[src/rtl/divisor_pkg.sv]
// divisor_pkg: shared constants and state encoding for the sequential divider.
//   DIV_WIDTH  default divisor/quotient/remainder width (dividend is 2*DIV_WIDTH)
//   DIV_CNT_W  step counter width for the default width, clog2(DIV_WIDTH+1)
//   state_e    FSM state encoding (IDLE, CALC, DONE)
package divisor_pkg;

    localparam int unsigned DIV_WIDTH = 16;
    localparam int unsigned DIV_CNT_W = $clog2(DIV_WIDTH + 1);

    typedef enum logic [1:0] {
        ST_IDLE = 2'd0,
        ST_CALC = 2'd1,
        ST_DONE = 2'd2
    } state_e;

endpackage

[src/rtl/divisor_step.sv]
// divisor_step: one combinational restoring-division iteration.
//   i_r        partial remainder (always < divisor, so WIDTH bits suffice)
//   i_q        dividend/quotient shift register
//   i_divisor  divisor
//   o_r_c      next partial remainder
//   o_q_c      next shift register, new quotient bit shifted in at the LSB
module divisor_step
    import divisor_pkg::*;
#(
    parameter int unsigned WIDTH = DIV_WIDTH
) (
    input  logic [WIDTH-1:0] i_r,
    input  logic [WIDTH-1:0] i_q,
    input  logic [WIDTH-1:0] i_divisor,
    output logic [WIDTH-1:0] o_r_c,
    output logic [WIDTH-1:0] o_q_c
);

    logic [WIDTH:0] w_t;
    logic [WIDTH:0] w_diff;
    logic           w_ge;

    // Shift the next dividend bit into the remainder, trial-subtract the divisor.
    always_comb begin
        w_t    = {i_r, i_q[WIDTH-1]};
        w_diff = w_t - {1'b0, i_divisor};
        w_ge   = (w_t >= {1'b0, i_divisor});
        // After a successful subtract the result is < divisor, so the MSB is zero.
        o_r_c  = w_ge ? w_diff[WIDTH-1:0] : w_t[WIDTH-1:0];
        o_q_c  = {i_q[WIDTH-2:0], w_ge};
    end

endmodule

[src/rtl/divisor.sv]
// divisor: sequential unsigned restoring divider, one quotient bit per clock,
// with the St/Idle/Done handshake shared with the shift-add multiplier.
//   Clk, Rst_n        clock (rising edge), asynchronous active-low reset
//   St                start, accepted only while Idle=1
//   Dividendo         2*WIDTH-bit dividend, sampled with St
//   Divisor           WIDTH-bit divisor, sampled with St
//   Idle              high in IDLE
//   Done              one-cycle pulse, results valid
//   Quociente, Resto  quotient and remainder, held until the next accepted St
//   DivZero           last operation had Divisor=0
//   Overflow          last operation's quotient does not fit WIDTH bits
// Optional: define DIVISOR_EARLY_EXIT_EN to finish in one cycle when
// Dividendo < Divisor (same results, shorter latency).
module divisor
    import divisor_pkg::*;
#(
    parameter int unsigned WIDTH = DIV_WIDTH
) (
    input  logic                 Clk,
    input  logic                 Rst_n,
    input  logic                 St,
    input  logic [2*WIDTH-1:0]   Dividendo,
    input  logic [WIDTH-1:0]     Divisor,
    output logic                 Idle,
    output logic                 Done,
    output logic [WIDTH-1:0]     Quociente,
    output logic [WIDTH-1:0]     Resto,
    output logic                 DivZero,
    output logic                 Overflow
);

    localparam int unsigned CNT_W = $clog2(WIDTH + 1);
    localparam int unsigned DW    = 2 * WIDTH;

    state_e             r_state, w_state_nxt;
    logic [CNT_W-1:0]   r_cnt, w_cnt_nxt;
    logic [WIDTH-1:0]   r_div, w_div_nxt;
    logic [WIDTH-1:0]   r_rem, w_rem_nxt;
    logic [WIDTH-1:0]   r_q, w_q_nxt;
    logic [WIDTH-1:0]   r_quo, w_quo_nxt;
    logic [WIDTH-1:0]   r_res, w_res_nxt;
    logic               r_divzero, w_divzero_nxt;
    logic               r_overflow, w_overflow_nxt;
    logic               r_idle, r_done;

    logic [WIDTH-1:0]   w_hi, w_lo;
    logic [WIDTH-1:0]   w_step_r, w_step_q;

    assign w_hi = Dividendo[DW-1:WIDTH];
    assign w_lo = Dividendo[WIDTH-1:0];

    divisor_step #(.WIDTH(WIDTH)) u_step (
        .i_r       (r_rem),
        .i_q       (r_q),
        .i_divisor (r_div),
        .o_r_c     (w_step_r),
        .o_q_c     (w_step_q)
    );

    // State and datapath registers.
    always_ff @(posedge Clk or negedge Rst_n) begin
        if (!Rst_n) begin
            r_state    <= ST_IDLE;
            r_cnt      <= '0;
            r_div      <= '0;
            r_rem      <= '0;
            r_q        <= '0;
            r_quo      <= '0;
            r_res      <= '0;
            r_divzero  <= 1'b0;
            r_overflow <= 1'b0;
            r_idle     <= 1'b1;
            r_done     <= 1'b0;
        end else begin
            r_state    <= w_state_nxt;
            r_cnt      <= w_cnt_nxt;
            r_div      <= w_div_nxt;
            r_rem      <= w_rem_nxt;
            r_q        <= w_q_nxt;
            r_quo      <= w_quo_nxt;
            r_res      <= w_res_nxt;
            r_divzero  <= w_divzero_nxt;
            r_overflow <= w_overflow_nxt;
            r_idle     <= (w_state_nxt == ST_IDLE);
            r_done     <= (w_state_nxt == ST_DONE);
        end
    end

    // Next-state and datapath update.
    always_comb begin
        w_state_nxt    = r_state;
        w_cnt_nxt      = r_cnt;
        w_div_nxt      = r_div;
        w_rem_nxt      = r_rem;
        w_q_nxt        = r_q;
        w_quo_nxt      = r_quo;
        w_res_nxt      = r_res;
        w_divzero_nxt  = r_divzero;
        w_overflow_nxt = r_overflow;

        unique case (r_state)
            ST_IDLE: begin
                if (St) begin
                    w_div_nxt      = Divisor;
                    w_divzero_nxt  = 1'b0;
                    w_overflow_nxt = 1'b0;
                    if (Divisor == '0) begin
                        w_state_nxt   = ST_DONE;
                        w_divzero_nxt = 1'b1;
                        w_quo_nxt     = '1;
                        w_res_nxt     = w_lo;
                    end else if (w_hi >= Divisor) begin
                        // Quotient would need more than WIDTH bits.
                        w_state_nxt    = ST_DONE;
                        w_overflow_nxt = 1'b1;
                        w_quo_nxt      = '1;
                        w_res_nxt      = w_lo;
                    end
`ifdef DIVISOR_EARLY_EXIT_EN
                    else if (Dividendo < DW'(Divisor)) begin
                        w_state_nxt = ST_DONE;
                        w_quo_nxt   = '0;
                        w_res_nxt   = w_lo;
                    end
`endif
                    else begin
                        w_state_nxt = ST_CALC;
                        w_cnt_nxt   = '0;
                        w_rem_nxt   = w_hi;
                        w_q_nxt     = w_lo;
                    end
                end
            end

            ST_CALC: begin
                w_rem_nxt = w_step_r;
                w_q_nxt   = w_step_q;
                w_cnt_nxt = r_cnt + CNT_W'(1);
                if (r_cnt == CNT_W'(WIDTH - 1)) begin
                    w_state_nxt = ST_DONE;
                    w_quo_nxt   = w_step_q;
                    w_res_nxt   = w_step_r;
                end
            end

            ST_DONE: begin
                w_state_nxt = ST_IDLE;
            end

            default: begin
                w_state_nxt = ST_IDLE;
            end
        endcase
    end

    assign Idle      = r_idle;
    assign Done      = r_done;
    assign Quociente = r_quo;
    assign Resto     = r_res;
    assign DivZero   = r_divzero;
    assign Overflow  = r_overflow;

endmodule
[config.mk]
export PLATFORM = sky130hd
export DESIGN_NAME = divisor
export DESIGN_NICKNAME = d
export VERILOG_FILES = /design/src/rtl/divisor_pkg.sv /design/src/rtl/divisor_step.sv /design/src/rtl/divisor.sv
export SDC_FILE = /design/constraint.sdc
export NUM_CORES = 1
export LEC_CHECK = 0
export BUFFER_PORTS_ARGS = -buffer_cell sky130_fd_sc_hd__buf_4
export CORE_ASPECT_RATIO = 1.75
export CORE_MARGIN = 2
export CORE_UTILIZATION = 25
export CTS_BUF_LIST = sky130_fd_sc_hd__clkbuf_8
export DETAILED_ROUTE_END_ITERATION = 8
export GPL_ROUTABILITY_DRIVEN = 0
export PLACE_DENSITY = 0.4
export SYNTH_ARGS = -nofsm -noshare
export SYNTH_HDL_FRONTEND = slang
export SYNTH_SLANG_ARGS = --single-unit
export TNS_END_PERCENT = 10
[constraint.sdc]
create_clock -name Clk -period 2.3 [get_ports Clk]
set_clock_uncertainty 0.1 [all_clocks]
set_input_delay 0.115 -clock Clk [delete_from_list [all_inputs] [get_ports Clk]]
set_output_delay 0.115 -clock Clk [all_outputs]
set_load 0.01 [all_outputs]
==> qor_table.md <==
| Item | Value |
|:---|:---|
| CTS tree | built |
| Minimum hold slack | 13.2 ps |
| Fmax | 0.375 GHz |
| Global route total overflow | 0 |
| Detailed placement HPWL | 16600 um |
| Class of the worst hold path | primary input to register |
| Category of the worst setup path capture point | register |
| Final count of negative-setup-slack endpoints | 34 |
| Min cycle time layout | 2670 ps |
| Root Buffer Master | sky130_fd_sc_hd__clkbuf_8 |
| Crit Path Category | register to register |
| Vertical die dimension | 204 um |
| Data arrival time of the worst path | 2900 ps |
| Fraction of layout cells with a size suffix above 1 | 0.384 |
| Skew-Pair Late Insertion Delay | 420 ps |
| Initial cell density of the core | 0.252 |
| Pin count of the biggest net entering global routing | 57 |
| Number of storage elements in the synthesis netlist | 91 |
| Total number of yosys warnings | 0 |
| Power after layout | 14.7 mW |
| Synth async-reset ratio | 1.00 |
| Unrepaired setup endpoints after global routing | true |
| Worst slack at placement | -455 ps |
| First-pass GRT wire length | 34500 um |
| DRT met1 WL | 8640 um |
| Switching fraction of total power | 0.424 |
| DRT iter0 DRCs | 422 |
| Final-report max-slew violation count | 0 |
| Post-DR wirelength/cell | 18.5 um |
| Final standard cell count with taps included and fillers excluded | 1195 |
| Max-cap violations | 0 |
| Net Sw Power | 6.24 mW |
| Outcome | finished with violations |
| Die X-Extent | 118 um |
| Relative contribution of combinational cells to total power | 0.708 |
| Actual slew at the worst max-slew pin | 780 ps |
| Sequential cell area fraction in the yosys report | 0.400 |
| Post-route design area | 0.00886 sq mm |
| Setup slack of the critical path after layout | -366 ps |
| Leakage dissipation | 3.99 nW |
| CTS HTree Levels | 3 |
| Final core occ | 0.393 |
| Boundary pin count | 87 |
| DRT Pass-1 Iters | 5 |
| DR DRC count | 0 |
| Required @ worst endpoint | 2530 ps |
| Number of port buffers | 86 |
| Post-synthesis instance total | 618 |
| Max layer used | met4 |
| Worst Setup Start Kind | register |
| Amount of wire on met3 after detailed routing | 686 um |
| Syn avg cell area | 9.22 sq um |
| # clock sinks | 91 |
| Met2 routed WL | 12100 um |
| Area of the mapped netlist | 0.00570 sq mm |
| Fraction of power consumed by the clock network | 0.097 |
| Unique cell type count in the Yosys netlist | 63 |
| Placeable core area | 0.0226 sq mm |
| Violations in the final reports | setup timing |
| Post-synth top flop | sky130_fd_sc_hd__dfrtp_1 |
| Endpoints failing hold | 0 |
| Post-route ant nets | 0 |
| Rows | 73 |
| Signed area change from the synthesized netlist to the final layout | 55.6% |
| Filler cells | 2325 |
| Power share of the sequential group | 0.196 |
| DR vias | 5905 |
| Antenna diode count | 0 |
| Total Routed Length | 22100 um |
| Max transition margin | 0.480 |
| Die area | 0.0241 sq mm |
| EDFF count, synth | 0 |
| Overall track demand over capacity in global routing | 0.187 |
| Worst-path maximum fanout | 6 |
| IR Drop Worst-Case VDD | 0.000475 V |
| Placed Instances | 1126 |
| CTS Buffer Depth | 2 |
| Power density of the placed cells | 1660 mW/mm^2 |
| Layout net count | 976 |
| Final-layout setup total negative slack | -9210 ps |
| Total nets after synthesis | 704 |
| Initial antenna violation count | 0 |
| Number of global-route vias before repair | 6285 |
| Ratio of final minimum period to clock period | 1.16 |
| Area after DPL | 0.00781 sq mm |
| Cts bufs inserted | 9 |
| Cell internal pwr | 8.48 mW |
| Detailed-route vias per instance | 4.94 |
| Clk slew on worst S/H paths | 100 ps |
-- worst max-delay path: stages (launching register included) --
cell and delay (ps):
sky130_fd_sc_hd__dfrtp_1 410, sky130_fd_sc_hd__ha_1 310, sky130_fd_sc_hd__nor2b_4 130, sky130_fd_sc_hd__o21a_1 190, sky130_fd_sc_hd__o31a_1 360, sky130_fd_sc_hd__buf_6 150
sky130_fd_sc_hd__o21ai_4 220, sky130_fd_sc_hd__buf_4 150, sky130_fd_sc_hd__buf_4 120, sky130_fd_sc_hd__nand4_1 100, sky130_fd_sc_hd__o31a_1 160, sky130_fd_sc_hd__a31oi_1 180
-- power by group through the flow --
stage | clock network, mW | registers, mW | logic (mW)
final | 1.42 | 2.88 | 10.4
after floorplan | 0 | 2.89 | 4.95
after detailed placement | 0 | 2.87 | 9.30
after global routing | 1.53 | 2.97 | 11.3
after CTS | 1.47 | 2.87 | 9.95
after global placement | 0 | 2.86 | 9.24
-- repair_timing --
item,CTS,global route
hold buffers,44,0
resized for setup,38,24
hold endpoints to repair,101,0
buffers inserted,1,9
cloned,0,0
endpoints found under the setup margin,35,45
pin swaps,19,15
-- cell type report --
type | count | area [sq um] | share of cell area
clock buffer | 11 | 151 | 0.0171
clock inverter | 5 | 101 | 0.0114
inverter | 39 | 146 | 0.0165
multi-input combinational | 447 | 3350 | 0.378
sequential | 91 | 2280 | 0.257
tap | 300 | 375 | 0.0423
timing repair buffer | 302 | 2460 | 0.277
-- layer usage --
metal / GRT usage / up-vias
li1: - / 2833
met1: 0.204 / 2890
met2: 0.357 / 146
met3: 0.0274 / 36
met4: 0.0740 / 0
met5: 0 / -
-- cell usage in the layout, fill, tap and decap left out, types with 6 or more instances in the layout --
cell,n
sky130_fd_sc_hd__buf_4,248
sky130_fd_sc_hd__dfrtp_1,90
sky130_fd_sc_hd__o21ai_0,47
sky130_fd_sc_hd__nand2_1,44
sky130_fd_sc_hd__dlygate4sd3_1,44
sky130_fd_sc_hd__nor2_1,41
sky130_fd_sc_hd__a21oi_1,41
sky130_fd_sc_hd__inv_1,34
sky130_fd_sc_hd__ha_1,25
sky130_fd_sc_hd__a211oi_1,21
sky130_fd_sc_hd__o31ai_1,18
sky130_fd_sc_hd__a2bb2oi_1,17
sky130_fd_sc_hd__nand3_1,15
sky130_fd_sc_hd__a31oi_1,11
sky130_fd_sc_hd__clkbuf_8,11
sky130_fd_sc_hd__a221o_1,8
sky130_fd_sc_hd__ha_4,8
sky130_fd_sc_hd__nand4_1,7
sky130_fd_sc_hd__a21o_1,7
sky130_fd_sc_hd__o21a_1,7
sky130_fd_sc_hd__mux2_4,7
sky130_fd_sc_hd__inv_2,6
sky130_fd_sc_hd__o31a_1,6
sky130_fd_sc_hd__o211ai_1,6
-- synth_stat cells, types with 7 or more instances --
cell type / instances / area (sq um)
sky130_fd_sc_hd__nand2_1: 45 / 169
sky130_fd_sc_hd__ha_1: 34 / 425
sky130_fd_sc_hd__inv_1: 38 / 143
sky130_fd_sc_hd__a221o_1: 8 / 80.1
sky130_fd_sc_hd__nand3_1: 16 / 80.1
sky130_fd_sc_hd__a31oi_1: 11 / 68.8
sky130_fd_sc_hd__nor2_1: 41 / 154
sky130_fd_sc_hd__buf_2: 10 / 50.1
sky130_fd_sc_hd__a21oi_1: 47 / 235
sky130_fd_sc_hd__dfrtp_1: 90 / 2250
sky130_fd_sc_hd__o21ai_0: 52 / 260
sky130_fd_sc_hd__a211oi_1: 21 / 158
sky130_fd_sc_hd__o21a_1: 8 / 60.1
sky130_fd_sc_hd__clkbuf_1: 24 / 90.1
sky130_fd_sc_hd__nor2b_1: 9 / 56.3
sky130_fd_sc_hd__nand4_1: 7 / 43.8
sky130_fd_sc_hd__a21o_1: 7 / 52.6
sky130_fd_sc_hd__o31ai_1: 20 / 150
sky130_fd_sc_hd__a2bb2oi_1: 19 / 166
-- state kept, by name, summed over array words and instances, names as in the netlist --
| name | flops |
|---|---|
| Quociente | 16 |
| Resto | 16 |
| r_div | 16 |
| r_q | 16 |
| r_rem | 16 |
| r_cnt | 5 |
| r_state | 2 |
| DivZero | 1 |
| Done | 1 |
| Idle | 1 |
| Overflow | 1 |
-- cells by family after synthesis --
group / after synthesis / share of synthesized area
xor gates and xnor gates: 7 / 0.0108
DFF: 91 / 0.400
AOI/OAI and AO/OA: 237 / 0.286
adders and majority gates: 35 / 0.0782
buffers and inverters: 80 / 0.0628
and+or+nand+nor: 152 / 0.127
muxes: 16 / 0.0345
-- final timing paths --
check / startpoint / slack (ps) / to / cells past startpoint
worst min-delay path: Dividendo[27] / 10 / r_rem[11] / 3
max in group asynchronous: Rst_n / 1200 / r_rem[1] / 3
worst min register to register: Overflow / 390 / Overflow / 2
min in group asynchronous: Rst_n / 200 / Quociente[0] / 2
worst max register to register: r_rem[0] / -370 / Resto[12] / 11
worst max-delay path: r_rem[0] / -370 / Resto[12] / 11
Power figures use the tool's default switching activity.
